$ cat src/rtl/fft16_pkg.sv
// Shared types and constants for the 16-point FFT datapath.
// A complex sample travels as one CW-bit word, {re, im}, with each part in signed Q1.15.
package fft16_pkg;

  localparam int DW       = 16;
  localparam int CW       = 2 * DW;
  localparam int SCALE_SH = 2;

  localparam logic signed [DW-1:0] SAT_MAX = {1'b0, {(DW-1){1'b1}}};
  localparam logic signed [DW-1:0] SAT_MIN = {1'b1, {(DW-1){1'b0}}};

  typedef struct packed {
    logic signed [DW-1:0] re;
    logic signed [DW-1:0] im;
  } cplx_t;

  function automatic logic [CW-1:0] pack_cplx(input cplx_t c);
    return {c.re, c.im};
  endfunction

  function automatic cplx_t unpack_cplx(input logic [CW-1:0] w);
    cplx_t c;
    c.re = w[CW-1:DW];
    c.im = w[DW-1:0];
    return c;
  endfunction

endpackage

$ cat src/rtl/radix4_bf_stage2_if.sv
// Bus between commutStage2 and the final radix-4 butterfly.
// It carries four input lanes, four output lanes and the frame position and overflow status.
interface radix4_bf_stage2_if;
  import fft16_pkg::*;

  logic          in_valid;
  logic [CW-1:0] data_in_0;
  logic [CW-1:0] data_in_1;
  logic [CW-1:0] data_in_2;
  logic [CW-1:0] data_in_3;
  logic          out_valid;
  logic [CW-1:0] output_0;
  logic [CW-1:0] output_1;
  logic [CW-1:0] output_2;
  logic [CW-1:0] output_3;
  logic [1:0]    out_idx;
  logic          out_last;
  logic          ovf_sticky;

  modport master (
    output in_valid, data_in_0, data_in_1, data_in_2, data_in_3,
    input  out_valid, output_0, output_1, output_2, output_3,
           out_idx, out_last, ovf_sticky
  );

  modport slave (
    input  in_valid, data_in_0, data_in_1, data_in_2, data_in_3,
    output out_valid, output_0, output_1, output_2, output_3,
           out_idx, out_last, ovf_sticky
  );

endinterface

$ cat src/rtl/cplx_scale_sat.sv
// Scales one butterfly component from DW+2 bits down to DW bits.
// The value is divided by 4 and then saturated to the DW-bit range.
// With BF_ROUND_EN defined, 2 is added before the shift, which rounds half up.
// Otherwise the shift truncates toward -inf. That path can never exceed the range, so ovf stays low.
module cplx_scale_sat
  import fft16_pkg::*;
(
  input  logic signed [DW+1:0] din,
  output logic signed [DW-1:0] dout,
  output logic                 ovf
);

  // One guard bit so the rounding add cannot wrap.
  localparam int W = DW + 3;
  localparam logic signed [W-1:0] HI  = W'(SAT_MAX);
  localparam logic signed [W-1:0] LO  = W'(SAT_MIN);
  localparam logic signed [W-1:0] RND = W'(1 << (SCALE_SH - 1));

  logic signed [W-1:0] scaled;

  function automatic logic signed [W-1:0] scale(input logic signed [DW+1:0] x);
    logic signed [W-1:0] t;
    t = {x[DW+1], x};
`ifdef BF_ROUND_EN
    t = t + RND;
`endif
    return t >>> SCALE_SH;
  endfunction

  function automatic logic is_ovf(input logic signed [W-1:0] v);
    return (v > HI) || (v < LO);
  endfunction

  function automatic logic signed [DW-1:0] saturate(input logic signed [W-1:0] v);
    if (v > HI) return SAT_MAX;
    if (v < LO) return SAT_MIN;
    return v[DW-1:0];
  endfunction

  // Combinational shift/round followed by the clamp.
  always_comb begin
    scaled = scale(din);
    dout   = saturate(scaled);
    ovf    = is_ovf(scaled);
  end

endmodule

$ cat src/rtl/radix4_bf_stage2.sv
// Final radix-4 butterfly of the 16-point FFT.
// P1 registers the partial sums a+-c and b+-d. P2 forms X0..X3, scales by 1/4 and saturates.
// It then registers the group together with its index within the frame.
// Optional rounding is enabled with the macro BF_ROUND_EN.
module radix4_bf_stage2
  import fft16_pkg::*;
#(
  parameter int GROUPS = 4
) (
  input  logic              clk,
  input  logic              reset,
  radix4_bf_stage2_if.slave bus
);

  localparam logic [1:0] LAST = 2'(GROUPS - 1);

  cplx_t a, b, c, d;
  assign a = unpack_cplx(bus.data_in_0);
  assign b = unpack_cplx(bus.data_in_1);
  assign c = unpack_cplx(bus.data_in_2);
  assign d = unpack_cplx(bus.data_in_3);

  function automatic logic signed [DW:0] ext1(input logic signed [DW-1:0] v);
    return {v[DW-1], v};
  endfunction

  function automatic logic signed [DW+1:0] ext2(input logic signed [DW:0] v);
    return {v[DW], v};
  endfunction

  logic                vld_p1;
  logic signed [DW:0]  s_re_p1 [4];
  logic signed [DW:0]  s_im_p1 [4];

  // P1: s0=a+c, s1=a-c, s2=b+d, s3=b-d, captured only on valid beats.
  always_ff @(posedge clk) begin
    if (reset) begin
      vld_p1 <= 1'b0;
      for (int k = 0; k < 4; k++) begin
        s_re_p1[k] <= '0;
        s_im_p1[k] <= '0;
      end
    end else begin
      vld_p1 <= bus.in_valid;
      if (bus.in_valid) begin
        s_re_p1[0] <= ext1(a.re) + ext1(c.re);
        s_im_p1[0] <= ext1(a.im) + ext1(c.im);
        s_re_p1[1] <= ext1(a.re) - ext1(c.re);
        s_im_p1[1] <= ext1(a.im) - ext1(c.im);
        s_re_p1[2] <= ext1(b.re) + ext1(d.re);
        s_im_p1[2] <= ext1(b.im) + ext1(d.im);
        s_re_p1[3] <= ext1(b.re) - ext1(d.re);
        s_im_p1[3] <= ext1(b.im) - ext1(d.im);
      end
    end
  end

  logic signed [DW+1:0] x_re [4];
  logic signed [DW+1:0] x_im [4];

  // Combine the partial sums. Multiplying by -j maps (r, i) to (i, -r), and by +j to (-i, r).
  always_comb begin
    x_re[0] = ext2(s_re_p1[0]) + ext2(s_re_p1[2]);
    x_im[0] = ext2(s_im_p1[0]) + ext2(s_im_p1[2]);
    x_re[1] = ext2(s_re_p1[1]) + ext2(s_im_p1[3]);
    x_im[1] = ext2(s_im_p1[1]) - ext2(s_re_p1[3]);
    x_re[2] = ext2(s_re_p1[0]) - ext2(s_re_p1[2]);
    x_im[2] = ext2(s_im_p1[0]) - ext2(s_im_p1[2]);
    x_re[3] = ext2(s_re_p1[1]) - ext2(s_im_p1[3]);
    x_im[3] = ext2(s_im_p1[1]) + ext2(s_re_p1[3]);
  end

  logic signed [DW-1:0] y_re [4];
  logic signed [DW-1:0] y_im [4];
  logic [3:0]           ovf_re, ovf_im;

  for (genvar k = 0; k < 4; k++) begin : g_sat
    cplx_scale_sat u_re (.din(x_re[k]), .dout(y_re[k]), .ovf(ovf_re[k]));
    cplx_scale_sat u_im (.din(x_im[k]), .dout(y_im[k]), .ovf(ovf_im[k]));
  end

  logic       vld_p2;
  cplx_t      y_p2 [4];
  logic [1:0] idx_p2;
  logic [1:0] grp_cnt;
  logic       ovf_p2;

  // P2: register the scaled outputs. Data and index hold through bubbles.
  always_ff @(posedge clk) begin
    if (reset) begin
      vld_p2  <= 1'b0;
      idx_p2  <= '0;
      grp_cnt <= '0;
      ovf_p2  <= 1'b0;
      for (int k = 0; k < 4; k++) y_p2[k] <= '0;
    end else begin
      vld_p2 <= vld_p1;
      if (vld_p1) begin
        for (int k = 0; k < 4; k++) begin
          y_p2[k].re <= y_re[k];
          y_p2[k].im <= y_im[k];
        end
        idx_p2  <= grp_cnt;
        grp_cnt <= (grp_cnt == LAST) ? 2'd0 : grp_cnt + 2'd1;
        if (|{ovf_re, ovf_im}) ovf_p2 <= 1'b1;
      end
    end
  end

  assign bus.out_valid  = vld_p2;
  assign bus.output_0   = pack_cplx(y_p2[0]);
  assign bus.output_1   = pack_cplx(y_p2[1]);
  assign bus.output_2   = pack_cplx(y_p2[2]);
  assign bus.output_3   = pack_cplx(y_p2[3]);
  assign bus.out_idx    = idx_p2;
  assign bus.out_last   = vld_p2 && (idx_p2 == LAST);
  assign bus.ovf_sticky = ovf_p2;

endmodule

$ cat src/flat_wrapper.sv
// flat-port wrapper written by rule: the top's interface ports become plain ports
module radix4_bf_stage2_flat import fft16_pkg::*;
#(
  parameter int GROUPS = 4
)
  (clk, reset, bus_in_valid, bus_data_in_0, bus_data_in_1, bus_data_in_2, bus_data_in_3, bus_out_valid, bus_output_0, bus_output_1, bus_output_2, bus_output_3, bus_out_idx, bus_out_last, bus_ovf_sticky);
  radix4_bf_stage2_if bus_i ();
  input  logic clk;
  input  logic reset;
  input wire logic [$bits(bus_i.in_valid)-1:0] bus_in_valid;
  input wire logic [$bits(bus_i.data_in_0)-1:0] bus_data_in_0;
  input wire logic [$bits(bus_i.data_in_1)-1:0] bus_data_in_1;
  input wire logic [$bits(bus_i.data_in_2)-1:0] bus_data_in_2;
  input wire logic [$bits(bus_i.data_in_3)-1:0] bus_data_in_3;
  output wire logic [$bits(bus_i.out_valid)-1:0] bus_out_valid;
  output wire logic [$bits(bus_i.output_0)-1:0] bus_output_0;
  output wire logic [$bits(bus_i.output_1)-1:0] bus_output_1;
  output wire logic [$bits(bus_i.output_2)-1:0] bus_output_2;
  output wire logic [$bits(bus_i.output_3)-1:0] bus_output_3;
  output wire logic [$bits(bus_i.out_idx)-1:0] bus_out_idx;
  output wire logic [$bits(bus_i.out_last)-1:0] bus_out_last;
  output wire logic [$bits(bus_i.ovf_sticky)-1:0] bus_ovf_sticky;
  assign bus_i.in_valid = bus_in_valid;
  assign bus_i.data_in_0 = bus_data_in_0;
  assign bus_i.data_in_1 = bus_data_in_1;
  assign bus_i.data_in_2 = bus_data_in_2;
  assign bus_i.data_in_3 = bus_data_in_3;
  assign bus_out_valid = bus_i.out_valid;
  assign bus_output_0 = bus_i.output_0;
  assign bus_output_1 = bus_i.output_1;
  assign bus_output_2 = bus_i.output_2;
  assign bus_output_3 = bus_i.output_3;
  assign bus_out_idx = bus_i.out_idx;
  assign bus_out_last = bus_i.out_last;
  assign bus_ovf_sticky = bus_i.ovf_sticky;
  radix4_bf_stage2 #(.GROUPS(GROUPS)) u_core (.clk(clk), .reset(reset), .bus(bus_i));
endmodule
$ cat config.mk
export PLATFORM = sky130hd
export DESIGN_NAME = radix4_bf_stage2_flat
export DESIGN_NICKNAME = d
export VERILOG_FILES = /design/src/rtl/fft16_pkg.sv /design/src/rtl/radix4_bf_stage2_if.sv /design/src/rtl/cplx_scale_sat.sv /design/src/rtl/radix4_bf_stage2.sv /design/src/flat_wrapper.sv
export SDC_FILE = /design/constraint.sdc
export NUM_CORES = 1
export LEC_CHECK = 0
export ABC_AREA = 1
export CAP_MARGIN = 20
export CORE_MARGIN = 2
export CORE_UTILIZATION = 60
export CTS_CLUSTER_DIAMETER = 150
export DETAILED_ROUTE_END_ITERATION = 10
export DONT_BUFFER_PORTS = 1
export GPL_TIMING_DRIVEN = 1
export PLACE_DENSITY = 0.76
export SLEW_MARGIN = 20
export SYNTH_ARGS = -nofsm -noshare
export SYNTH_HDL_FRONTEND = slang
export SYNTH_HIERARCHICAL = 1
export SYNTH_SLANG_ARGS = --single-unit
$ cat constraint.sdc
create_clock -name clk -period 6 [get_ports clk]
set_clock_uncertainty 0.1 [all_clocks]
set_input_delay 1.2 -clock clk [delete_from_list [all_inputs] [get_ports clk]]
set_output_delay 1.2 -clock clk [all_outputs]
set_load 0.005 [all_outputs]
==> impl_metrics.tcl <==
set metrics [dict create \
    post_cts_resize_count 0 \
    path_clk_slew_ns 0.06 \
    multiInputGateArea_um2 13790 \
    worstSetupPathType "flop to flop" \
    cellPowerDensity_nw_per_um2 259.9 \
    cts_buffer_depth 3 \
    nets 3964 \
    crit_top_cell "nand2_1" \
    vias 21840 \
    yosys_warnings 6 \
    overflow 0 \
    wl_mm 66.37 \
    final_area_um2 26250 \
    dp.cells 4060 \
    area_growth_pct 2.537 \
    leakagePower_nw 14.16 \
    finalWorstSetupSlack_ns 3.403 \
    grt_max_degree 97 \
    n_antenna_cell 0 \
    wl_per_cell_um 16.14 \
    numPortBuffers 0 \
    crit_family "simple AND/OR/NAND/NOR gates" \
    max_cap_viol_count 0 \
    start_kind "flop" \
    fmax_ghz 0.3850 \
    syn_avg_cell_area_um2 6.801 \
    drive_above_1_share_pct 3.191 \
    place_hpwl_mm 53.48 \
    maxSlewHeadroom_pct 44.77 \
    post-route-period-util_pct 43.29 \
    cts-root-buf "clkbuf_16" \
    hold_viol 0 \
    rsz0062_at_grt "false" \
    cp_cell_sequence "ha_1 -> fa_1 -> inv_1 -> nor3_1 -> nor2_1 -> o21bai_2 -> nand3_1 -> nand2_1 -> nand2_1 -> nand2_1 -> inv_1 -> nor2_1" \
    track_usage_pct 29.91 \
    finalSetupTns_ns 0 \
    peakVddDrop_mv 0.2182 \
    rows 75 \
    cts_buffers 29 \
    synth_cells 3764 \
    drc 0 \
    die_area_um2 44340 \
    first_iter_violations 1864 \
    postCtsSetupRepairBufs 0 \
    pre_cts_slack_ns 2.947 \
    totalPowerFinal_mw 6.821 \
    routabilityCongestion 0.9764 \
    clock-sinks 267 \
    fin_hold_ws_ns 0.3949 \
    synthesis.nets 4176 \
    slowest_stage "edfxtp_1" \
    min_path_type "flop to flop" \
    ios 264 \
    arrival_ns 2.83 \
    ctsHoldBuffers 0 \
    vias_per_cell 5.312 \
    coreArea_um2 42040 \
    slowest_delay_ns 0.54 \
    worstPathRequired_ns 6.23 \
    start_util_pct 60.90 \
    clk-insertion-delay-late_ns 0.59 \
    maxSlewViolCount 0 \
    cts_max_level 1 \
    cp_max_fo 4 \
    die_y_um 210.6 \
    register_area_um2 7948 \
    crit_buf_inv 2 \
    dr.pass1.iters 6 \
    status "completed" \
    antenna_found_initial 0 \
    setup_viol 0 \
    n_fill_cell 4013 \
    min_period_ns 2.597 \
    worstSetupEndpointType "flop" \
    netlist_area_um2 25600 \
    cts_tree "yes" \
    final_cells 4112 \
    grt_pass1_wl_mm 105.0 \
    postLayoutCoreUtil_pct 62.44 \
    die_w_um 210.6 \
    antenna_left 0 \
    grt_pass1_vias 19840 \
    placed_cell_area_um2 25220 \
    tightest_slew_ns 0.8264 \
]
==> routing by layer <==
layer  part of all wire, %  routed length, um  track usage [%]
met3                    10               6855            7.569
met2                    41              27170            44.53
met5                     0                  0                0
met1                    46              30840            43.56
met4                   2.3               1509            7.115
==> registers in the layout, summed over array words and instances (netlist names) <==
| signal | flops |
|---|---|
| u_core/y_p2 | 128 |
| u_core/s_im_p1 | 66 |
| u_core/s_re_p1 | 66 |
| u_core/bus.out_idx | 2 |
| u_core/grp_cnt | 2 |
| u_core/bus.out_valid | 1 |
| u_core/bus.ovf_sticky | 1 |
| u_core/vld_p1 | 1 |
==> worst register-to-register path, stage by stage (launching register included) <==
cell and delay, ns:
edfxtp_1 0.54, ha_1 0.30, fa_1 0.41, inv_1 0.07, nor3_1 0.04, nor2_1 0.34
o21bai_2 0.14, nand3_1 0.11, nand2_1 0.06, nand2_1 0.06, nand2_1 0.06, inv_1 0.06
nor2_1 0.05
==> where the power goes <==
part	switching [mW]	total, mW	leakage [nW]	internal [mW]
clock	0.780	1.97	0.495	1.19
combinational	1.68	2.46	10.8	0.779
sequential	0.144	2.39	2.89	2.25
total	2.61	6.82	14.2	4.22
==> area by class of cell <==
class | count | share of cell area [%]
clock inverters | 21 | 1.149
clock buffers | 31 | 2.793
repair buffers | 6 | 0.3146
multi-input cells | 2524 | 52.54
well taps | 539 | 2.569
flip-flops and latches | 267 | 30.28
inverters | 724 | 10.36
==> worst paths after layout <==
| check | cells past startpoint | endpoint | startpoint | slack, ns |
|---|---|---|---|---|
| setup reg to reg | 12 | u_core/y_p2[0][56] | u_core/s_im_p1[0][34] | 3.40 |
| setup / recovery | 12 | u_core/y_p2[0][56] | u_core/s_im_p1[0][34] | 3.40 |
| hold / removal | 2 | u_core/bus.ovf_sticky | u_core/bus.ovf_sticky | 0.39 |
| hold reg to reg | 2 | u_core/bus.ovf_sticky | u_core/bus.ovf_sticky | 0.39 |
==> layout by cell type (no fill, tap or decap), drive strengths merged, types with 23 or more instances in the layout <==
cell    instances
xor2           60
o21ai         142
a21oi         286
nor3           36
ha            265
edfxtp        260
nand2         904
nor2          474
clkbuf         31
o21bai         23
inv           727
nand3         208
Power figures use the tool's default switching activity.
